===== src/rtl/driver_stream_bridge_mc_if.sv =====
// Bus and sample-stream signals of the audio-out bridge.
// master = CPU/producer side, slave = bridge side.
interface driver_stream_bridge_mc_if #(
    parameter int DATA_SIZE = 24,
    parameter int NUM_CH    = 2
);
    logic                        chipselect;
    logic [1:0]                  address;
    logic                        read;
    logic                        write;
    logic [31:0]                 write_data;
    logic [31:0]                 read_data;
    logic                        source_valid;
    logic [NUM_CH*DATA_SIZE-1:0] source_data;
    logic                        source_ready;

    modport master (
        output chipselect, address, read, write, write_data, source_valid, source_data,
        input  read_data, source_ready
    );

    modport slave (
        input  chipselect, address, read, write, write_data, source_valid, source_data,
        output read_data, source_ready
    );
endinterface


===== src/rtl/driver_stream_bridge_mc.sv =====
// Multi-channel stream-to-bus bridge: buffers NUM_CH-sample frames in a DEPTH-frame FIFO
// and hands them to the CPU one sample per DATA read, with status/control and interrupt.
module driver_stream_bridge_mc #(
    parameter int DATA_SIZE    = 24,
    parameter int NUM_CH       = 2,
    parameter int DEPTH        = 16,
    parameter int DROP_ON_FULL = 0,
    parameter int LVL_W        = $clog2(DEPTH + 1)
) (
    input  logic                    clk,
    input  logic                    reset_n,
    driver_stream_bridge_mc_if.slave bus,
    output logic                    irq
);
    localparam int FRAME_W = NUM_CH * DATA_SIZE;
    localparam int PTR_W   = $clog2(DEPTH);
    localparam int CH_W    = (NUM_CH > 1) ? $clog2(NUM_CH) : 1;

    logic [FRAME_W-1:0]   mem [DEPTH];
    logic [PTR_W-1:0]     wr_ptr;
    logic [PTR_W-1:0]     rd_ptr;
    logic [LVL_W-1:0]     level;
    logic [CH_W-1:0]      ch_sel;
    logic                 irq_en;
    logic [15:0]          threshold;
    logic                 ovf;
    logic                 udf;
    logic                 full;
    logic                 empty;
    logic                 flush;
    logic                 wr_ctrl;
    logic                 wr_clear;
    logic                 data_rd;
    logic                 pop_word;
    logic                 pop_frame;
    logic                 push;
    logic                 drop;
    logic [DATA_SIZE-1:0] sample;
    logic [31:0]          status_word;
    logic [31:0]          ctrl_word;
    logic                 unused_write_bits;

    assign full  = (level == LVL_W'(DEPTH));
    assign empty = (level == '0);
    assign bus.source_ready = (DROP_ON_FULL != 0) ? 1'b1 : !full;

    assign wr_ctrl   = bus.chipselect && bus.write && (bus.address == 2'd2);
    assign wr_clear  = bus.chipselect && bus.write && (bus.address == 2'd3);
    assign flush     = wr_ctrl && bus.write_data[1];
    assign data_rd   = bus.chipselect && bus.read && (bus.address == 2'd0);
    assign pop_word  = data_rd && !empty;
    assign pop_frame = pop_word && (ch_sel == CH_W'(NUM_CH - 1));

    // A flush in the same cycle wins over an incoming frame, which is then simply lost.
    assign push = bus.source_valid && !full && !flush;
    assign drop = (DROP_ON_FULL != 0) && bus.source_valid && full && !flush;

    assign status_word = {3'(ch_sel), ovf, udf, irq, full, empty, 8'b0, 16'(level)};
    assign ctrl_word   = {threshold, 14'b0, 1'b0, irq_en};
    assign unused_write_bits = ^bus.write_data[15:2];

    always_comb begin
        sample = '0;
        for (int c = 0; c < NUM_CH; c++) begin
            if (ch_sel == CH_W'(c)) begin
                sample = mem[rd_ptr][c*DATA_SIZE +: DATA_SIZE];
            end
        end
    end

    always_ff @(posedge clk) begin
        if (push) begin
            mem[wr_ptr] <= bus.source_data;
        end
    end

    always_ff @(posedge clk or negedge reset_n) begin
        if (!reset_n) begin
            wr_ptr <= '0;
            rd_ptr <= '0;
            level  <= '0;
            ch_sel <= '0;
        end else if (flush) begin
            wr_ptr <= '0;
            rd_ptr <= '0;
            level  <= '0;
            ch_sel <= '0;
        end else begin
            if (push) begin
                wr_ptr <= (wr_ptr == PTR_W'(DEPTH - 1)) ? '0 : wr_ptr + 1'b1;
            end
            if (pop_frame) begin
                rd_ptr <= (rd_ptr == PTR_W'(DEPTH - 1)) ? '0 : rd_ptr + 1'b1;
            end
            if (pop_word) begin
                ch_sel <= pop_frame ? '0 : ch_sel + 1'b1;
            end
            if (push && !pop_frame) begin
                level <= level + 1'b1;
            end else if (!push && pop_frame) begin
                level <= level - 1'b1;
            end
        end
    end

    // Sticky flags: a new drop or underflow wins over a same-cycle clear.
    always_ff @(posedge clk or negedge reset_n) begin
        if (!reset_n) begin
            irq_en        <= 1'b0;
            threshold     <= '0;
            ovf           <= 1'b0;
            udf           <= 1'b0;
            bus.read_data <= '0;
            irq           <= 1'b0;
        end else begin
            if (wr_ctrl) begin
                irq_en    <= bus.write_data[0];
                threshold <= bus.write_data[31:16];
            end
            if (wr_clear && bus.write_data[0]) begin
                ovf <= 1'b0;
            end
            if (drop) begin
                ovf <= 1'b1;
            end
            if (wr_clear && bus.write_data[1]) begin
                udf <= 1'b0;
            end
            if (data_rd && empty) begin
                udf <= 1'b1;
            end
            if (bus.chipselect && bus.read) begin
                case (bus.address)
                    2'd0:    bus.read_data <= empty ? 32'd0 : 32'(sample);
                    2'd1:    bus.read_data <= status_word;
                    2'd2:    bus.read_data <= ctrl_word;
                    default: bus.read_data <= 32'd0;
                endcase
            end
            irq <= irq_en && (((threshold != 16'd0) && (32'(level) >= 32'(threshold))) || ovf);
        end
    end
endmodule

===== src/flat_wrapper.sv =====
// flat-port wrapper written by rule: the top's interface ports become plain ports
module driver_stream_bridge_mc_flat 
#(
    parameter int DATA_SIZE    = 24,
    parameter int NUM_CH       = 2,
    parameter int DEPTH        = 16,
    parameter int DROP_ON_FULL = 0,
    parameter int LVL_W        = $clog2(DEPTH + 1)
)
  (clk, reset_n, irq, bus_chipselect, bus_address, bus_read, bus_write, bus_write_data, bus_source_valid, bus_source_data, bus_read_data, bus_source_ready);
  driver_stream_bridge_mc_if #(.DATA_SIZE(DATA_SIZE), .NUM_CH(NUM_CH)) bus_i ();
  input  logic clk;
  input  logic reset_n;
  output logic irq;
  input wire logic [$bits(bus_i.chipselect)-1:0] bus_chipselect;
  input wire logic [$bits(bus_i.address)-1:0] bus_address;
  input wire logic [$bits(bus_i.read)-1:0] bus_read;
  input wire logic [$bits(bus_i.write)-1:0] bus_write;
  input wire logic [$bits(bus_i.write_data)-1:0] bus_write_data;
  input wire logic [$bits(bus_i.source_valid)-1:0] bus_source_valid;
  input wire logic [$bits(bus_i.source_data)-1:0] bus_source_data;
  output wire logic [$bits(bus_i.read_data)-1:0] bus_read_data;
  output wire logic [$bits(bus_i.source_ready)-1:0] bus_source_ready;
  assign bus_i.chipselect = bus_chipselect;
  assign bus_i.address = bus_address;
  assign bus_i.read = bus_read;
  assign bus_i.write = bus_write;
  assign bus_i.write_data = bus_write_data;
  assign bus_i.source_valid = bus_source_valid;
  assign bus_i.source_data = bus_source_data;
  assign bus_read_data = bus_i.read_data;
  assign bus_source_ready = bus_i.source_ready;
  driver_stream_bridge_mc #(.DATA_SIZE(DATA_SIZE), .NUM_CH(NUM_CH), .DEPTH(DEPTH), .DROP_ON_FULL(DROP_ON_FULL), .LVL_W(LVL_W)) u_core (.clk(clk), .reset_n(reset_n), .bus(bus_i), .irq(irq));
endmodule

===== config.mk =====
export PLATFORM = sky130hd
export DESIGN_NAME = driver_stream_bridge_mc_flat
export DESIGN_NICKNAME = d
export VERILOG_FILES = /design/src/rtl/driver_stream_bridge_mc_if.sv /design/src/rtl/driver_stream_bridge_mc.sv /design/src/flat_wrapper.sv
export SDC_FILE = /design/constraint.sdc
export NUM_CORES = 1
export LEC_CHECK = 0
export CAP_MARGIN = 20
export CORE_AREA = 2 2 308 310
export CTS_BUF_LIST = sky130_fd_sc_hd__clkbuf_4
export CTS_CLUSTER_DIAMETER = 200
export DETAILED_ROUTE_END_ITERATION = 8
export DIE_AREA = 0 0 310 312
export PLACE_DENSITY_LB_ADDON = 0.15
export SLEW_MARGIN = 20
export SYNTH_ARGS = -nofsm -noshare
export SYNTH_HDL_FRONTEND = slang
export SYNTH_SLANG_ARGS = --single-unit

===== constraint.sdc =====
create_clock -name clk -period 8.1 [get_ports clk]
set_clock_uncertainty 0.05 [all_clocks]
set_input_delay 2.43 -clock clk [delete_from_list [all_inputs] [get_ports clk]]
set_output_delay 2.43 -clock clk [all_outputs]
set_load 0.02 [all_outputs]

==> reports/qor.yml <==
critical-path-top-delay-family: "simple AND/OR/NAND/NOR gates"
drt_first_pass_iters: 5
vias: 17200
synth_cell_types: 55
p_leak_nw: 12.1
grt_overflow: 0
grt_pass1_vias: 18300
num-fill-cells: 8495
clk_latency_ns: 1.07
fin_cells: 3390
numPlacedInstances: 2982
avgSynthCellArea_um2: 19.5
vias_per_cell: 5.08
maxSlewHeadroom_pct: 32.8
drtIter0Drc: 1253
cts_resized: 0
place.gp.congestion: 0.753
syn2layout_area_growth_pct: 16.7
cp.depth: 3
wl_per_cell_um: 25.2
crit_path_start: "u_core.level[0]$_DFFE_PN0P_"
yosys_warnings: 0
max_freq_mhz: 191
ctsHoldBuffers: 0
finalCriticalPeriod_ns: 5.24
path_class: "flop to primary output"
row_count: 112
power.density_nw_per_um2: 306
whs_ns: 0.433
synth_commonest_cells: "edfxtp_1, mux2i_1, mux4_2"
clk_pin_slew_worst_paths_ns: 0.07
hold_violations: 0
ios: 122
yosys.cell_count.top_type: "edfxtp_1"
synth_top_area_cell: "edfxtp_1"
start_util_pct: 34.9
cts_sinks: 833
endpoint_kind: "primary output"
numCtsBuffers: 218
drc: 0
cts_tree: "yes"
ant_nets: 0
hold_class: "flop to flop"
max_cap_violations: 0
status: "finished, final reports clean"
grt_max_degree: 102
crit_fanout: 6
cp-start-kind: "flop"
rsz0062_at_grt: "false"
required_ns: 5.62
ys_top_cells_by_area: "edfxtp_1, mux4_2, mux2i_1, dfrtp_1, a22o_1"
synth_ff_type: "edfxtp_1"
ys_ff_latch: 833
synth.top_cell.area_share_pct: 70.9
grt_use_total_pct: 17.8
finalSetupViolCount: 0
worstHoldStart: "u_core.bus.read_data[26]$_DFFE_PN0N_"
cts_setup_buffers: 0
path_cells: "nor4_1 > nand2_1 > clkdlybuf4s50_1"
fin_crit_sh_pct: 64.8
core_area_um2: 93000
fp.dieH_um: 312
hold_depth: 2
synth.net_count: 1775
place_hpwl_um: 46800
synthArstFlopShare_pct: 7.80
grt_pass1_wl_um: 123000
io_buffers: 107
synth_edf_count: 768
r2r_start: "u_core.rd_ptr[0]$_DFFE_PN0P_"
final_nets: 2052
power_mw: 11.6
crit_arrival_ns: 2.76
syn_area_um2: 32500
antenna_found_initial: 7
synth_cells: 1671
drv_slew: 0
reg2reg_depth: 7
fp.dieW_um: 310
final_core_util_pct: 40.8
yosysSeqAreaShare_pct: 75.9
drive_above_1_share_pct: 25.0
finalWirelength_um: 85400
root_buffer: "clkbuf_4"
slowest_stage: "clkdlybuf4s50_1"
worstMarginPinSlew_ns: 1.00
fin_tns_setup_ns: 0
die_area_um2: 96700
cts_buffer_depth: 3
htreeDepth: 4
slowest_delay_ns: 0.59
path_buf_inv: 1
peakVddDrop_v: 0.000198
-- worst paths after layout --
kind / end / slack, ns
min reg2reg: u_core.bus.read_data[26]$_DFFE_PN0N_ / 0.43
max reg2reg: u_core.bus.read_data[4]$_DFFE_PN0N_ / 4.09
max: bus_source_ready / 2.86
min in group asynchronous: u_core.bus.read_data[24]$_DFFE_PN0N_ / 1.43
min: u_core.bus.read_data[26]$_DFFE_PN0N_ / 0.43
max in group asynchronous: u_core.rd_ptr[1]$_DFFE_PN0P_ / 5.81
-- sequential cells by signal, summed over array words and instances (netlist names) --
signal	flops
u_core.irq	1
u_core.udf	1
u_core.irq_en	1
u_core.ch_sel	1
u_core.threshold	16
u_core.mem	768
u_core.rd_ptr	4
u_core.wr_ptr	4
u_core.bus.read_data	32
u_core.level	5
-- cells in the final DEF, fill, tap and decap left out, drive strengths merged, types with 26 or more instances in the layout --
| cell | Yosys | routed |
|---|---|---|
| edfxtp | 768 | 768 |
| clkbuf | 31 | 310 |
| mux2i | 190 | 190 |
| clkdlybuf4s50 | 0 | 106 |
| mux4 | 103 | 103 |
| clkinv | 0 | 83 |
| dfrtp | 65 | 65 |
| nor2 | 51 | 51 |
| buf | 64 | 46 |
| a21oi | 39 | 39 |
| nand2 | 36 | 36 |
| a22oi | 32 | 32 |
| a22o | 31 | 31 |
| o21ai | 30 | 30 |
| o22ai | 26 | 26 |
-- worst reg2reg max path: stages, from the launching register on --
cell and delay [ns]:
dfrtp_4 0.85, buf_4 0.80, mux4_2 0.63, mux2i_1 0.19
nor2_1 0.06, a2111oi_0 0.76, a211oi_1 0.23, a221o_1 0.31
-- stage by stage --
stage | worst slack, ns | instance area (um2)
global route | 2.46 | 37900
finish | 2.86 | 37900
CTS | 2.67 | 37900
global placement | 1.85 | 35100
floorplan | 0.872 | 32500
detailed placement | 1.87 | 35100
-- where the power goes --
| part | internal [mW] | switching [mW] |
|---|---|---|
| sequential | 5.13 | 0.258 |
| combinational | 1.14 | 1.48 |
| clock | 1.84 | 1.75 |
-- layout make-up --
type / instances / area, um2 / share of cell area (%)
sequential: 833 / 24700 / 65.1
antenna: 7 / 17.5 / 0.0462
multi-input combinational: 734 / 7340 / 19.4
tap: 1254 / 1570 / 4.14
clock inverter: 91 / 467 / 1.23
timing repair buffer: 152 / 1480 / 3.90
clock buffer: 310 / 2330 / 6.13
inverter: 9 / 33.8 / 0.0890
-- logic make-up (layout without fill, tap and decap cells) --
kind of cell / after synthesis / in the layout / synth area share [%]
buf+inv: 104 / 562 / 1.89
flops: 833 / 833 / 75.9
simple gates: 158 / 158 / 2.34
other cells: 0 / 7 / 0
fa+ha+maj: 16 / 16 / 0.639
mux: 310 / 310 / 13.6
xor+xnor: 7 / 7 / 0.189
compound gates: 243 / 243 / 5.43
-- per-layer routing --
metal / part of all wire, % / track usage [%] / wire length, um / up-vias
li1: - / - / - / 7588
met1: 45 / 23.6 / 38000 / 8995
met2: 48 / 28.6 / 41000 / 509
met3: 5.7 / 4.65 / 4860 / 122
met4: 1.7 / 5.45 / 1440 / 8
met5: 0.067 / 0 / 57 / -
No activity file was read; power rests on OpenSTA's default activity.
==> edit 1, RTL diff (config.mk and constraints unchanged) <==
Reset style: synchronous (`reset_n`), changed in 2 clocked blocks.
--- a/src/rtl/driver_stream_bridge_mc.sv
+++ b/src/rtl/driver_stream_bridge_mc.sv
@@ -74,7 +74,7 @@
         end
     end
 
-    always_ff @(posedge clk or negedge reset_n) begin
+    always_ff @(posedge clk) begin
         if (!reset_n) begin
             wr_ptr <= '0;
             rd_ptr <= '0;
@@ -104,7 +104,7 @@
     end
 
     // Sticky flags: a new drop or underflow wins over a same-cycle clear.
-    always_ff @(posedge clk or negedge reset_n) begin
+    always_ff @(posedge clk) begin
         if (!reset_n) begin
             irq_en        <= 1'b0;
             threshold     <= '0;
Check against the original RTL: differs if reset_n is asserted again (counterexample within 4 cycles, from zero or initial values and one cycle with reset_n low); with reset_n held inactive, the same outputs for 4 cycles.
==> edit 1 against the original RTL <==
  * Setup slack got worse by 0.020 ns
  * Design area barely moved
  * Core utilization barely moved
  * Synthesized area hardly changed
  * Routed wire length is 3.5% lower
  * Register-to-register slack better by 0.10 ns
  * Sequential cell count is 4 higher
  * Hold slack improved by 0.0068 ns
  * Critical path type is now input port to register
  * Critical endpoint is now u_core.level[4]$_SDFFE_PP0P_
  * Highest routed layer unchanged
Power is not compared: it rests on default switching activity, and its combinational part moved more than twofold at a synthesized area within 25%.
==> edit 1: results (changes against the original RTL) <==
.. list-table::
   :header-rows: 1

   * - Metric
     - Value
   * - Met2 wire length
     - 39.7 mm (was 41.0 mm)
   * - RePlAce Congestion
     - 0.756 (was 0.753)
   * - Sequential area share after synthesis
     - 75.1% (was 75.9%)
   * - Launch instance of the worst min-delay path
     - u_core.threshold[10]$_SDFFE_PN0N_ (was u_core.bus.read_data[26]$_DFFE_PN0N_)
   * - Source of the worst register-to-register timing path
     - u_core.level[0]$_SDFFE_PP0P_ (was u_core.rd_ptr[0]$_DFFE_PN0P_)
   * - Most frequent cells after synthesis
     - 768 x sky130_fd_sc_hd__edfxtp_1, 172 x sky130_fd_sc_hd__mux4_2, 76 x sky130_fd_sc_hd__nand2_1 (was 768 x sky130_fd_sc_hd__edfxtp_1, 190 x sky130_fd_sc_hd__mux2i_1, 103 x sky130_fd_sc_hd__mux4_2)
   * - Maximum cell stage delay along the critical path
     - 0.56 ns (was 0.59 ns)
   * - Cell family with most CP delay
     - buffers and inverters (was simple AND/OR/NAND/NOR gates)
   * - Top fanout value on the critical path
     - 11 (was 6)
   * - Async set or reset register ratio after synthesis
     - 0% (was 7.80%)
   * - Aggregate routed wire length
     - 82.4 mm (was 85.4 mm)
   * - Arrival time reported for the critical path endpoint
     - 6.19 ns (was 2.76 ns)
   * - DR vias/cell
     - 5.10 (was 5.08)
   * - Placement-stage worst setup slack
     - 1.77 ns (was 1.87 ns)
   * - Share of post-route cells with drive strength above 1
     - 29.3% (was 25.0%)
   * - Critical path launch point
     - bus_chipselect (was u_core.level[0]$_DFFE_PN0P_)
   * - Total Routing Usage GR
     - 17.2% (was 17.8%)
   * - Antenna violations before repair
     - 8 (was 7)
   * - Total nets after synthesis
     - 1684 (was 1775)
   * - Routed length on met1
     - 36.7 mm (was 38.0 mm)
   * - Detailed-placement wirelength estimate
     - 45.0 mm (was 46.8 mm)
   * - Cell with the largest stage delay on the worst path
     - sky130_fd_sc_hd__and2_1 (was sky130_fd_sc_hd__clkdlybuf4s50_1)
   * - Vias in the first global route
     - 17.5k (was 18.3k)
   * - Run status
     - finished, final reports clean (unchanged)
   * - CTS Buf Count
     - 213 (was 218)
   * - Worst r2r path cells
     - 12 (was 7)
   * - Iteration-0 DRC count of the detailed router
     - 1224 (was 1253)
   * - Nets
     - 1948 (was 2052)
==> edit 1: logic make-up after synthesis <==
group | after synthesis | share of synthesized area (%)
flops | 837 | 75.1
mux | 243 | 15.3
simple gates | 204 | 3.01
compound gates | 171 | 3.85
buf+inv | 105 | 1.97
fa+ha+maj | 15 | 0.600
xor+xnor | 6 | 0.162
==> edit 1: power groups by stage <==
stage	Combinational, uW	Clock (uW)	Sequential [uW]
final	416	3690	4840
after floorplan	208	0	4940
after CTS	425	3820	4840
after detailed placement	423	0	4940
after global routing	455	4030	4850
after global placement	418	0	4930
==> edit 1: per-layer routing <==
metal,track usage (%),vias to the layer above
met2,27.2,479
met4,5.17,10
met1,23.2,8788
met3,4.54,117
met5,0,-
li1,-,7253
==> edit 1: area by class of cell <==
class	count	area share [%]
Antenna cell	6	0.0396
Clock buffer	333	6.59
Clock inverter	44	0.881
Inverter	18	0.178
Multi-Input combinational cell	639	19.9
Sequential cell	837	64.5
Tap cell	1254	4.14
Timing Repair Buffer	136	3.78
==> edit 1: through the flow <==
step                      area (um2)  cells
after CTS                      37900   3261
after global placement         35100   2884
after floorplan                32500   1581
after detailed placement       35100   2884
after global routing           37900   3264
final                          37900   3267
==> edit 1: final timing paths <==
kind | end | slack [ns]
max reg2reg | u_core.level[4]$_SDFFE_PP0P_ | 4.19
max | u_core.level[4]$_SDFFE_PP0P_ | 2.83
min reg2reg | u_core.threshold[10]$_SDFFE_PN0N_ | 0.44
min | u_core.threshold[10]$_SDFFE_PN0N_ | 0.44
==> edit 2, RTL diff (same flow settings) <==
Without the edit above. `DATA_SIZE` is set to 24 in 3 places; all go to 48.
--- a/src/rtl/driver_stream_bridge_mc_if.sv
+++ b/src/rtl/driver_stream_bridge_mc_if.sv
@@ -1,7 +1,7 @@
 // Bus and sample-stream signals of the audio-out bridge.
 // master = CPU/producer side, slave = bridge side.
 interface driver_stream_bridge_mc_if #(
-    parameter int DATA_SIZE = 24,
+    parameter int DATA_SIZE = 48,
     parameter int NUM_CH    = 2
 );
     logic                        chipselect;
--- a/src/rtl/driver_stream_bridge_mc.sv
+++ b/src/rtl/driver_stream_bridge_mc.sv
@@ -1,7 +1,7 @@
 // Multi-channel stream-to-bus bridge: buffers NUM_CH-sample frames in a DEPTH-frame FIFO
 // and hands them to the CPU one sample per DATA read, with status/control and interrupt.
 module driver_stream_bridge_mc #(
-    parameter int DATA_SIZE    = 24,
+    parameter int DATA_SIZE    = 48,
     parameter int NUM_CH       = 2,
     parameter int DEPTH        = 16,
     parameter int DROP_ON_FULL = 0,
--- a/src/flat_wrapper.sv
+++ b/src/flat_wrapper.sv
@@ -1,7 +1,7 @@
 // flat-port wrapper written by rule: the top's interface ports become plain ports
 module driver_stream_bridge_mc_flat 
 #(
-    parameter int DATA_SIZE    = 24,
+    parameter int DATA_SIZE    = 48,
     parameter int NUM_CH       = 2,
     parameter int DEPTH        = 16,
     parameter int DROP_ON_FULL = 0,
Ports: changed (resized bus_source_data); port bits go from 122 to 170. No check against the original RTL was run, so the function may have changed too.
==> edit 2 against the original RTL <==
  * Core utilization grew 11 points
  * Synthesized area increased by 30%
  * Sequential cell count is 256 higher
  * Design area rose by 28%
  * Routed wire length is 26% higher
  * Via count is 28% higher
  * Global-route usage grew 4.8 points
  * First-iteration DRC count increased by 45%
  * Setup slack got worse by 0.42 ns
  * Maximum frequency fell by 7.4%
  * Count of clock-buffer cells in the layout rose by 132
  * Total power rose by 30%
  * Hold slack gained 0.029 ns
  * Critical endpoint unchanged
  * Largest power group unchanged
  * Highest routed layer unchanged
==> edit 2: results (changes against the original RTL) <==
.. list-table::
   :header-rows: 1

   * - Metric
     - Value
   * - Run status
     - finished, final reports clean (unchanged)
   * - Largest registers
     - u_core.mem x1024, u_core.bus.read_data x32, u_core.threshold x16 (was u_core.mem x768, u_core.bus.read_data x32, u_core.threshold x16)
   * - Async set or reset register ratio after synthesis
     - 5.97% (was 7.80%)
   * - Sequential cell area
     - 32400 um2 (was 24700 um2)
   * - Hold EP
     - u_core.bus.read_data[14]$_DFFE_PN0N_ (was u_core.bus.read_data[26]$_DFFE_PN0N_)
   * - Maximum vdd drop
     - 203 uV (was 198 uV)
   * - Arrival time reported for the critical path endpoint
     - 3.18 ns (was 2.76 ns)
   * - Launch instance of the worst min-delay path
     - u_core.bus.read_data[14]$_DFFE_PN0N_ (was u_core.bus.read_data[26]$_DFFE_PN0N_)
   * - Number of enable flip-flop cells after synthesis
     - 1024 (was 768)
   * - Vias in the first global route
     - 23.4k (was 18.3k)
   * - Aggregate routed wire length
     - 107 mm (was 85.4 mm)
   * - Cell types with the largest area share after synthesis
     - sky130_fd_sc_hd__edfxtp_1 73%, sky130_fd_sc_hd__mux4_2 9.7%, sky130_fd_sc_hd__dfrtp_1 3.9%, sky130_fd_sc_hd__mux2i_1 3.8%, sky130_fd_sc_hd__a211oi_1 0.78% (was sky130_fd_sc_hd__edfxtp_1 71%, sky130_fd_sc_hd__mux4_2 7.1%, sky130_fd_sc_hd__mux2i_1 5.9%, sky130_fd_sc_hd__dfrtp_1 5.0%, sky130_fd_sc_hd__a22o_1 0.84%)
   * - Final min period
     - 5.66 ns (was 5.24 ns)
   * - Cell Area, Placed
     - 44800 um2 (was 35100 um2)
   * - Sequential area share after synthesis
     - 76.8% (was 75.9%)
   * - First-pass GRT wire length
     - 156 mm (was 123 mm)
   * - Skew-Pair Late Insertion Delay
     - 1.14 ns (was 1.07 ns)
   * - CTS Buf Count
     - 297 (was 218)
   * - Largest net degree at the start of global routing
     - 105 (was 102)
   * - Share of post-route cells with drive strength above 1
     - 29.1% (was 25.0%)
   * - Number of levels in the clock H-tree
     - 5 (was 4)
   * - Source of the worst register-to-register timing path
     - u_core.rd_ptr[1]$_DFFE_PN0P_ (was u_core.rd_ptr[0]$_DFFE_PN0P_)
   * - Most frequent cells after synthesis
     - 1024 x sky130_fd_sc_hd__edfxtp_1, 181 x sky130_fd_sc_hd__mux4_2, 162 x sky130_fd_sc_hd__mux2i_1 (was 768 x sky130_fd_sc_hd__edfxtp_1, 190 x sky130_fd_sc_hd__mux2i_1, 103 x sky130_fd_sc_hd__mux4_2)
   * - Placement-stage worst setup slack
     - 1.82 ns (was 1.87 ns)
   * - R2R Path End
     - u_core.bus.read_data[21]$_DFFE_PN0N_ (was u_core.bus.read_data[4]$_DFFE_PN0N_)
   * - RePlAce Congestion
     - 0.834 (was 0.753)
edit 2: kinds of logic after synthesis:
group                    Yosys count  share of synthesized area, %
XOR/XNOR                           7                         0.145
AND/OR/NAND/NOR                  156                          1.84
buffers and inverters            128                          1.71
flip-flops                      1089                          76.8
adder cells (fa/ha/maj)           16                         0.492
multiplexers                     372                          14.3
AO/OA/AOI/OAI                    273                          4.78
edit 2: critical path: stages (launching register included):
cell and delay (ns):
sky130_fd_sc_hd__dfrtp_1 0.47, sky130_fd_sc_hd__nor4_1 0.65, sky130_fd_sc_hd__nand2_1 0.33, sky130_fd_sc_hd__clkdlybuf4s50_1 0.62
edit 2: power breakdown:
group	leakage, uW	internal [uW]	total [uW]	switching (uW)
Clock	0.00217	2570	4720	2160
Sequential	0.0101	6710	7040	326
Combinational	0.00354	1520	3360	1840
Total	0.0158	10800	15100	4320
edit 2: routing by layer:
layer  part of all wire [%]  track usage (%)
met5                  0.069                0
met2                     48             35.5
met4                    2.4             7.83
met3                    7.1             6.02
met1                     42             30.6
edit 2: final cells by class:
| class | instances | share of cell area (%) |
|---|---|---|
| Sequential cell | 1089 | 66.9 |
| Multi-Input combinational cell | 824 | 18.9 |
| Clock buffer | 442 | 6.85 |
| Timing Repair Buffer | 175 | 3.42 |
| Tap cell | 1254 | 3.24 |
| Clock inverter | 49 | 0.563 |
| Inverter | 12 | 0.0930 |
| Antenna cell | 3 | 0.0155 |
edit 2: per-stage QoR:
| step | hold WS [ns] | instances |
|---|---|---|
| 2_1_floorplan | 0.419 | 2041 |
| 3_3_place_gp | 0.445 | 3354 |
| 3_5_place_dp | 0.459 | 3354 |
| 4_1_cts | 0.481 | 3845 |
| 5_1_grt | 0.496 | 3848 |
| 6_report | 0.462 | 3848 |
